<file path="src/rtl/ov7670_stream_gen_if.sv">
// Frame-buffer read port plus OV7670-style D/href/vsync byte stream.
// master = stream generator, slave = frame buffer / capture side.
interface ov7670_stream_gen_if #(
  parameter int ADDR_W = 10
);
  logic              rd_en;
  logic [ADDR_W-1:0] rd_addr;
  logic [11:0]       rd_data;
  logic [7:0]        D;
  logic              href;
  logic              vsync;

  modport master (
    output rd_en, rd_addr, D, href, vsync,
    input  rd_data
  );

  modport slave (
    input  rd_en, rd_addr, D, href, vsync,
    output rd_data
  );
endinterface

</file>
<file path="src/rtl/ov7670_stream_gen.sv">
// OV7670-style camera emulator: frame-buffer RGB444 pixels out as
// a two-bytes-per-pixel D/href/vsync stream for the capture path.
module ov7670_stream_gen #(
  parameter int H_ACTIVE  = 32,
  parameter int V_ACTIVE  = 24,
  parameter int H_BLANK   = 8,
  parameter int VSYNC_LEN = 4,
  parameter int V_FRONT   = 6,
  parameter int V_BACK    = 6,
  parameter int ADDR_W    = 10
) (
  input  logic pclk,
  input  logic rst_n,
  input  logic enable,
  output logic busy,
  output logic frame_done,
  ov7670_stream_gen_if.master bus
);
  localparam int BYTES = 2 * H_ACTIVE;
  localparam int BW = $clog2(BYTES);
  localparam int LW = (V_ACTIVE > 1) ? $clog2(V_ACTIVE) : 1;
  localparam int M1 = (VSYNC_LEN > V_FRONT) ? VSYNC_LEN : V_FRONT;
  localparam int M2 = (H_BLANK > V_BACK) ? H_BLANK : V_BACK;
  localparam int CW = $clog2((M1 > M2) ? M1 : M2);

  localparam logic [CW-1:0] VS_END = CW'(VSYNC_LEN - 1);
  localparam logic [CW-1:0] VF_END = CW'(V_FRONT - 1);
  localparam logic [CW-1:0] VF_RD  = CW'(V_FRONT - 2);
  localparam logic [CW-1:0] HB_END = CW'(H_BLANK - 1);
  localparam logic [CW-1:0] HB_RD  = CW'(H_BLANK - 2);
  localparam logic [CW-1:0] VB_END = CW'(V_BACK - 1);
  localparam logic [BW-1:0] B_END  = BW'(BYTES - 1);
  localparam logic [BW-1:0] B_NORD = BW'(BYTES - 2);
  localparam logic [LW-1:0] L_END  = LW'(V_ACTIVE - 1);

  typedef enum logic [2:0] {
    S_IDLE,
    S_VSYNC,
    S_VFRONT,
    S_LINE,
    S_HBLANK,
    S_VBACK
  } state_t;

  state_t        state, n_state;
  logic [CW-1:0] cnt, n_cnt;
  logic [BW-1:0] bcnt, n_bcnt;
  logic [LW-1:0] lcnt, n_lcnt;
  logic          n_rd;
  logic          first;
  logic          cap;
  logic [7:0]    pix;

  always_comb begin
    n_state = state;
    n_cnt   = cnt + 1'b1;
    n_bcnt  = bcnt + 1'b1;
    n_lcnt  = lcnt;
    unique case (state)
      S_IDLE: begin
        n_cnt = '0;
        if (enable) n_state = S_VSYNC;
      end
      S_VSYNC: begin
        if (cnt == VS_END) begin
          n_state = S_VFRONT;
          n_cnt   = '0;
        end
      end
      S_VFRONT: begin
        if (cnt == VF_END) begin
          n_state = S_LINE;
          n_bcnt  = '0;
          n_lcnt  = '0;
        end
      end
      S_LINE: begin
        if (bcnt == B_END) begin
          n_bcnt = '0;
          n_cnt  = '0;
          if (lcnt == L_END) begin
            n_state = S_VBACK;
          end else begin
            n_state = S_HBLANK;
            n_lcnt  = lcnt + 1'b1;
          end
        end
      end
      S_HBLANK: begin
        if (cnt == HB_END) begin
          n_state = S_LINE;
          n_bcnt  = '0;
        end
      end
      S_VBACK: begin
        if (cnt == VB_END) begin
          n_state = enable ? S_VSYNC : S_IDLE;
          n_cnt   = '0;
        end
      end
      default: n_state = S_IDLE;
    endcase
    // reads lead their byte0 by two cycles
    n_rd = (n_state == S_VFRONT && n_cnt == VF_RD)
        || (n_state == S_HBLANK && n_cnt == HB_RD)
        || (n_state == S_LINE && !n_bcnt[0] && n_bcnt != B_NORD);
  end

  always_ff @(posedge pclk or negedge rst_n) begin
    if (!rst_n) begin
      state       <= S_IDLE;
      cnt         <= '0;
      bcnt        <= '0;
      lcnt        <= '0;
      first       <= 1'b1;
      cap         <= 1'b0;
      pix         <= '0;
      busy        <= 1'b0;
      frame_done  <= 1'b0;
      bus.rd_en   <= 1'b0;
      bus.rd_addr <= '0;
      bus.D       <= '0;
      bus.href    <= 1'b0;
      bus.vsync   <= 1'b0;
    end else begin
      state      <= n_state;
      cnt        <= n_cnt;
      bcnt       <= n_bcnt;
      lcnt       <= n_lcnt;
      busy       <= n_state != S_IDLE;
      frame_done <= n_state == S_VBACK && n_cnt == VB_END;
      bus.vsync  <= n_state == S_VSYNC;
      bus.href   <= n_state == S_LINE;
      bus.rd_en  <= n_rd;
      cap        <= bus.rd_en;
      if (n_state == S_VSYNC) begin
        first <= 1'b1;
      end else if (n_rd) begin
        first <= 1'b0;
      end
      if (n_rd) begin
        bus.rd_addr <= first ? '0 : bus.rd_addr + 1'b1;
      end
      if (cap) begin
        pix   <= bus.rd_data[7:0];
        bus.D <= {4'h0, bus.rd_data[11:8]};
      end else if (n_state == S_LINE && n_bcnt[0]) begin
        bus.D <= pix;
      end else begin
        bus.D <= 8'h00;
      end
    end
  end
endmodule

</file>
<file path="src/flat_wrapper.sv">
// flat-port wrapper written by rule: the top's interface ports become plain ports
module ov7670_stream_gen_flat 
#(
  parameter int H_ACTIVE  = 32,
  parameter int V_ACTIVE  = 24,
  parameter int H_BLANK   = 8,
  parameter int VSYNC_LEN = 4,
  parameter int V_FRONT   = 6,
  parameter int V_BACK    = 6,
  parameter int ADDR_W    = 10
)
  (pclk, rst_n, enable, busy, frame_done, bus_rd_en, bus_rd_addr, bus_D, bus_href, bus_vsync, bus_rd_data);
  ov7670_stream_gen_if #(.ADDR_W(ADDR_W)) bus_i ();
  input  logic pclk;
  input  logic rst_n;
  input  logic enable;
  output logic busy;
  output logic frame_done;
  output wire logic [$bits(bus_i.rd_en)-1:0] bus_rd_en;
  output wire logic [$bits(bus_i.rd_addr)-1:0] bus_rd_addr;
  output wire logic [$bits(bus_i.D)-1:0] bus_D;
  output wire logic [$bits(bus_i.href)-1:0] bus_href;
  output wire logic [$bits(bus_i.vsync)-1:0] bus_vsync;
  input wire logic [$bits(bus_i.rd_data)-1:0] bus_rd_data;
  assign bus_rd_en = bus_i.rd_en;
  assign bus_rd_addr = bus_i.rd_addr;
  assign bus_D = bus_i.D;
  assign bus_href = bus_i.href;
  assign bus_vsync = bus_i.vsync;
  assign bus_i.rd_data = bus_rd_data;
  ov7670_stream_gen #(.H_ACTIVE(H_ACTIVE), .V_ACTIVE(V_ACTIVE), .H_BLANK(H_BLANK), .VSYNC_LEN(VSYNC_LEN), .V_FRONT(V_FRONT), .V_BACK(V_BACK), .ADDR_W(ADDR_W)) u_core (.pclk(pclk), .rst_n(rst_n), .enable(enable), .busy(busy), .frame_done(frame_done), .bus(bus_i));
endmodule
</file>
<file path="config.mk">
export PLATFORM = sky130hd
export DESIGN_NAME = ov7670_stream_gen_flat
export DESIGN_NICKNAME = d
export VERILOG_FILES = /design/src/rtl/ov7670_stream_gen_if.sv /design/src/rtl/ov7670_stream_gen.sv /design/src/flat_wrapper.sv
export SDC_FILE = /design/constraint.sdc
export NUM_CORES = 1
export LEC_CHECK = 0
export CELL_PAD_IN_SITES_DETAIL_PLACEMENT = 0
export CELL_PAD_IN_SITES_GLOBAL_PLACEMENT = 1
export CORE_MARGIN = 2
export CORE_UTILIZATION = 41
export DETAILED_ROUTE_END_ITERATION = 10
export PLACE_DENSITY_LB_ADDON = 0.12
export SLEW_MARGIN = 40
export SYNTH_ARGS = -nofsm -noshare
export SYNTH_HDL_FRONTEND = slang
export SYNTH_SLANG_ARGS = --single-unit
</file>
<file path="constraint.sdc">
create_clock -name pclk -period 2.6 [get_ports pclk]
set_input_delay 0.39 -clock pclk [delete_from_list [all_inputs] [get_ports pclk]]
set_output_delay 0.39 -clock pclk [all_outputs]
set_load 0.05 [all_outputs]
</file>
# Word-level counts from Yosys, hierarchy flattened
# Index checks and enable logic that the tools add are counted.
[op_classes]
eq_ne = 22
muxes = 26
add_sub_neg = 4
n_reduce_logical = 14
[op_table]
columns = ["op", "count"]
rows = [
  ["== test 3 bit (second input constant)", 9],
  ["2-to-1 mux 3 bit", 9],
  ["2-to-1 mux 6 bit", 3],
  ["case mux 3 bit (6 select lines)", 1],
  ["case mux 6 bit (3 select lines)", 1],
  ["2-to-1 mux 8 bit", 2],
  ["== test 3 x 2 -> 1 bit (second input constant)", 5],
  ["2-to-1 mux 5 bit", 3],
  ["case mux 3 bit (4 select lines)", 1],
  ["adder 10 x 1 -> 10 bit (second input constant)", 1],
  ["2-to-1 mux 10 bit", 1],
  ["case mux 5 bit (2 select lines)", 1],
  ["adder 6 x 1 -> 6 bit (second input constant)", 1],
  ["== test 3 x 1 -> 1 bit (second input constant)", 2],
  ["== test 6 bit (second input constant)", 1],
  ["logical AND 1 bit", 6],
  ["!= test 6 bit (second input constant)", 1],
  ["adder 5 x 1 -> 5 bit (second input constant)", 1],
  ["== test 5 bit (second input constant)", 1],
  ["2-to-1 mux 1 bit", 4],
  ["!= test 2 x 1 -> 1 bit (second input constant)", 2],
  ["AND reduction 4 bit", 1],
  ["nonzero test 2 bit", 2],
  ["adder 3 x 1 -> 3 bit (second input constant)", 1],
  ["other kinds (5)", 6],
]
[totals]
output_inout_bits = 23
inputBits = 15
ff_bits = 50

# Depth between registers and ports, before layout
[logic_depth]
ltp_word = 10
depth_mapped = 11

# Worst setup path before layout
# Ideal clock, no wire load.
[synth_timing]
path_type = "reg2reg"
from = "reg u_core.cnt[0]"
to = "reg u_core.bus.rd_addr[0]"
period_less_slack_ps = 2333
setup_time_ps = 118
path_slack_ps = 267
t_arrival_ps = 2215
stages_incl_launch_ff = 11
required_ps = 2482
path_cell_list = "dfrtp_1 ha_1 ha_1 nand3b_1 a21o_1 o311a_1 nand2_1 o41a_1 buf_2 buf_4 a21o_1"
[synth_via]
elab_chain_cells = 7
word_cells_on_any_way = 29
cone_classes = "add/sub (1); eq/ne (9); mux (12); reduce/logical (7)"
[synth_lines]
columns = ["item", "line_no", "text"]
rows = [
  ["from (decl)", "ov7670_stream_gen.sv:46", "logic [CW-1:0] cnt, n_cnt;"],
  ["from (signal assigned)", "ov7670_stream_gen.sv:127", "cnt <= n_cnt;"],
  ["adder 3 x 1 -> 3 bit (tied with other cells)", "ov7670_stream_gen.sv:56", "n_cnt = cnt + 1'b1;"],
  ["2-to-1 mux 3 bit (tied with other cells)", "ov7670_stream_gen.sv:96", "if (cnt == VB_END) begin"],
  ["case mux 3 bit (4 select lines) (tied with other cells)", "ov7670_stream_gen.sv:59", "unique case (state)"],
  ["== test 3 bit (tied with other cells)", "ov7670_stream_gen.sv:104", "n_rd = (n_state == S_VFRONT && n_cnt == VF_RD)"],
  ["logical AND 1 bit (on tied branches)", "ov7670_stream_gen.sv:104, ov7670_stream_gen.sv:105, ov7670_stream_gen.sv:106", ""],
  ["logical OR 1 bit or logical AND 1 bit (tied branches)", "ov7670_stream_gen.sv:105, ov7670_stream_gen.sv:106", ""],
  ["logical OR 1 bit *", "ov7670_stream_gen.sv:106", "|| (n_state == S_LINE && !n_bcnt[0] && n_bcnt != B_NORD);"],
  ["to (signal assigned)", "ov7670_stream_gen.sv:142", "bus.rd_addr <= first ? '0 : bus.rd_addr + 1'b1;"],
  ["to (decl)", "ov7670_stream_gen_if.sv:14", "output rd_en, rd_addr, D, href, vsync,"],
]
# Every way passes the cells marked *; elsewhere a longest branch is shown, timed or not.
# A chain may end at the register's enable or synchronous reset.

# Worst setup path after layout
[layout_timing]
from = "reg u_core.lcnt[0]"
to = "reg u_core.bus.rd_addr[8]"
[layout_via]
elab_chain_cells = 8
word_cells_on_any_way = 13
cone_classes = "eq/ne (4); mux (3); reduce/logical (6)"
[layout_lines]
columns = ["item", "line_no", "text"]
rows = [
  ["from (decl)", "ov7670_stream_gen.sv:48", "logic [LW-1:0] lcnt, n_lcnt;"],
  ["from (signal assigned)", "ov7670_stream_gen.sv:129", "lcnt <= n_lcnt;"],
  ["== test 5 bit *", "ov7670_stream_gen.sv:81", "if (lcnt == L_END) begin"],
  ["2-to-1 mux 1 bit *", "ov7670_stream_gen.sv:81", ""],
  ["2-to-1 mux 3 bit *", "ov7670_stream_gen.sv:78", "if (bcnt == B_END) begin"],
  ["case mux 3 bit (6 select lines) *", "ov7670_stream_gen.sv:59", ""],
  ["== test 3 x 2 -> 1 bit (tied with other cells)", "ov7670_stream_gen.sv:104", ""],
  ["logical AND 1 bit (on tied branches)", "ov7670_stream_gen.sv:104, ov7670_stream_gen.sv:105, ov7670_stream_gen.sv:106", ""],
  ["logical OR 1 bit or logical AND 1 bit (tied branches)", "ov7670_stream_gen.sv:105, ov7670_stream_gen.sv:106", ""],
  ["logical OR 1 bit *", "ov7670_stream_gen.sv:106", ""],
]
# Marked as above.

==> impl_metrics.yaml <==
pwr:
  leakagePower_nw: 1.37
  ir_worst_vdd_uv: 335
  power.density_nw_per_um2: 432
  total_power_mw: 1.32
die:
  ios: 38
  core_um2: 5610
  start_util_pct: 43.0
  num_rows: 27
  dieWidth_um: 80.7
  die_area_um2: 6520
  chipHeight_um: 80.7
worst_setup_path:
  criticalPathCategory: "flip-flop to flip-flop"
  cpLargestDelayFamily: "compound AO/OA/AOI/OAI gates"
  crit_path_max_fanout: 5
  worstPathCellList: "ha_2 > and4b_1 > o311ai_1 > o311a_1 > nand2_1 > o41a_1 > or4_1 > nand3_1"
  slowest_delay_ns: 0.48
  arrival_ns: 2.70
  setup.worst_path.start: "u_core.lcnt[0]"
  reg2reg_from: "u_core.lcnt[0]"
  required_ns: 2.83
  startpoint_type: "flip-flop"
  cp-end-kind: "flip-flop"
  cp_num_buf_inv: 0
  slowest_stage: "o41a_1"
run:
  cap_violations: 0
logic_synthesis:
  synth_compound_area_share_pct: 9.95
  synth_cell_types: 50
  yosysTopAreaCell: "dfrtp_1"
  synth_edf_count: 0
  synth_area_um2: 2410
  synthFlopType: "dfrtp_1"
  synth_xor_area_share_pct: 2.54
  syn-num-nets: 259
  syn_avg_cell_area_um2: 10.2
  synth-adder-area-share_pct: 4.15
  synth_top_family_by_area: "simple AND/OR/NAND/NOR gates"
  ys_top_cells_by_count: "49 x dfrtp_1, 31 x nand2_1, 20 x nor2_1"
  synth_mux_area_share_pct: 2.28
  synthSimpleGateAreaFrac_pct: 25.3
  netlist_instances: 236
  ys_warn_count: 0
  ys_ff_latch: 50
  yosysTopAreaCellShare_pct: 50.8
  synthArstFlopShare_pct: 100
  yosysMostFrequentCell: "dfrtp_1"
  synth_area_leaders: "dfrtp_1 51%, nand2_1 4.8%, ha_1 4.1%"
  yosysSeqAreaShare_pct: 51.9
clocking:
  cts-root-buf: "clkbuf_8"
  clockBufferDepth: 2
  clock-sinks: 50
  clk_latency_ns: 0.30
  clkTransAtPathRegs_ns: 0.09
  cts_tree: "done"
  htreeDepth: 2
  cts-buffers-inserted: 5
route:
  antenna_left: 0
  vias_per_cell: 5.04
  route.detailed.drc: 0
  drt_wl_total_mm: 4.77
  drtPass1Iterations: 4
  vias: 1811
  wl_per_cell_um: 13.3
  drt_iter0_drc: 84
sta:
  hold_violations: 0
  layout_min_cycle_time_ns: 2.47
  slew_headroom_pct: 61.2
  worst_slack_ns: 0.131
  worst_clock_skew_ns: 0.00742
  tightest_slew_ns: 0.582
  fin_crit_sh_pct: 94.9
  setup_viol: 0
  max_freq_mhz: 405
  finalHoldWorstSlack_ns: 0.381
  tns_ns: 0
  rsz0062_at_grt: "no"
  drv_slew: 0
finish:
  multi_input_area_um2: 1100
  drive_above_1_share_pct: 15.0
  final_core_util_pct: 54.5
  area_growth_pct: 26.6
  antenna_cells: 0
  nFillCells: 524
  seqCellArea_um2: 1250
  finalNetCount: 309
worst_hold_path:
  hp-class: "flip-flop to flip-flop"
  worstHoldStart: "u_core.bus.rd_en"
run_status:
  status: "completed"
global_route:
  grt_pass1_vias: 1730
  grt_overflow: 0
  antenna_found_initial: 0
  track_usage_pct: 15.6
  grt_pass1_wl_mm: 7.97
  grt_max_degree: 22
placed_design:
  io_buffers: 37
  routabilityCongestion: 0.804
  dpl.hpwl_mm: 3.31
  place_ws_ns: 0.0718
## stage by stage
| step | area [µm²] | cells |
|---|---|---|
| finish | 3060 | 359 |
| global route | 3060 | 359 |
| CTS | 3010 | 358 |
| detailed placement | 2920 | 349 |
| global placement | 2920 | 349 |
| floorplan | 2410 | 236 |
## layer usage
metal  vias up  GRT usage [%]  wire (µm)
li1        923              -          -
met1       844           23.0       2500
met2        42           23.4       2020
met3         2           3.60        229
met4         0           3.56         14
met5         -              0          0
## placed cells by master (no fill, tap or decap), drive strengths merged, types with 5 or more instances in the layout
cell type,n
buf,15
clkdlybuf4s50,36
nor3b,5
inv,11
and3,8
nand2b,7
clkbuf,6
a21oi,8
dfrtp,49
nand2,31
xor2,6
o21ai,11
nor2,20
nand3,11
ha,8
## sequential cells by signal, summed over array words and instances, names as in the netlist
name                cells
u_core.bcnt             6
u_core.bus.D            8
u_core.bus.href         1
u_core.bus.rd_addr     10
u_core.bus.rd_en        1
u_core.bus.vsync        1
u_core.busy             1
u_core.cap              1
u_core.cnt              3
u_core.first            1
u_core.frame_done       1
u_core.lcnt             5
u_core.pix              8
u_core.state            3
## final timing paths
check                                   endpoint  slack, ns  cells after the start
setup / recovery           u_core.bus.rd_addr[8]       0.13                      8
hold / removal                        u_core.cap       0.38                      0
max in group asynchronous           u_core.first       1.41                      3
setup reg to reg           u_core.bus.rd_addr[8]       0.13                      8
hold reg to reg                       u_core.cap       0.38                      0
min in group asynchronous         u_core.lcnt[1]       0.53                      2
## kinds of logic after synthesis
kind of cell	after synthesis
AND/OR/NAND/NOR	111
adder cells (fa/ha/maj)	8
multiplexers	5
AO/OA/AOI/OAI	35
flip-flops	50
XOR/XNOR	7
buffers and inverters	20
## repair_timing
item | in CTS | in global routing
gates resized for setup | 0 | 8
hold endpoints to repair | 13 | 0
buffers inserted | 0 | 1
endpoints found under the setup margin | 0 | 8
hold buffers | 1 | 0
## power breakdown
part / switching [mW] / total [mW] / internal (mW)
logic: 0.0475 / 0.0838 / 0.0363
clock network: 0.252 / 0.442 / 0.190
registers: 0.00371 / 0.793 / 0.789
## area by class of cell
class / count / share of cell area [%]
clock buffer: 6 / 2.38
clock inverter: 2 / 0.450
inverter: 11 / 1.35
multi-input combinational: 166 / 36.2
sequential: 50 / 41.0
tap: 72 / 2.95
timing repair buffer: 52 / 15.7
No activity file was read; power rests on OpenSTA's default activity.
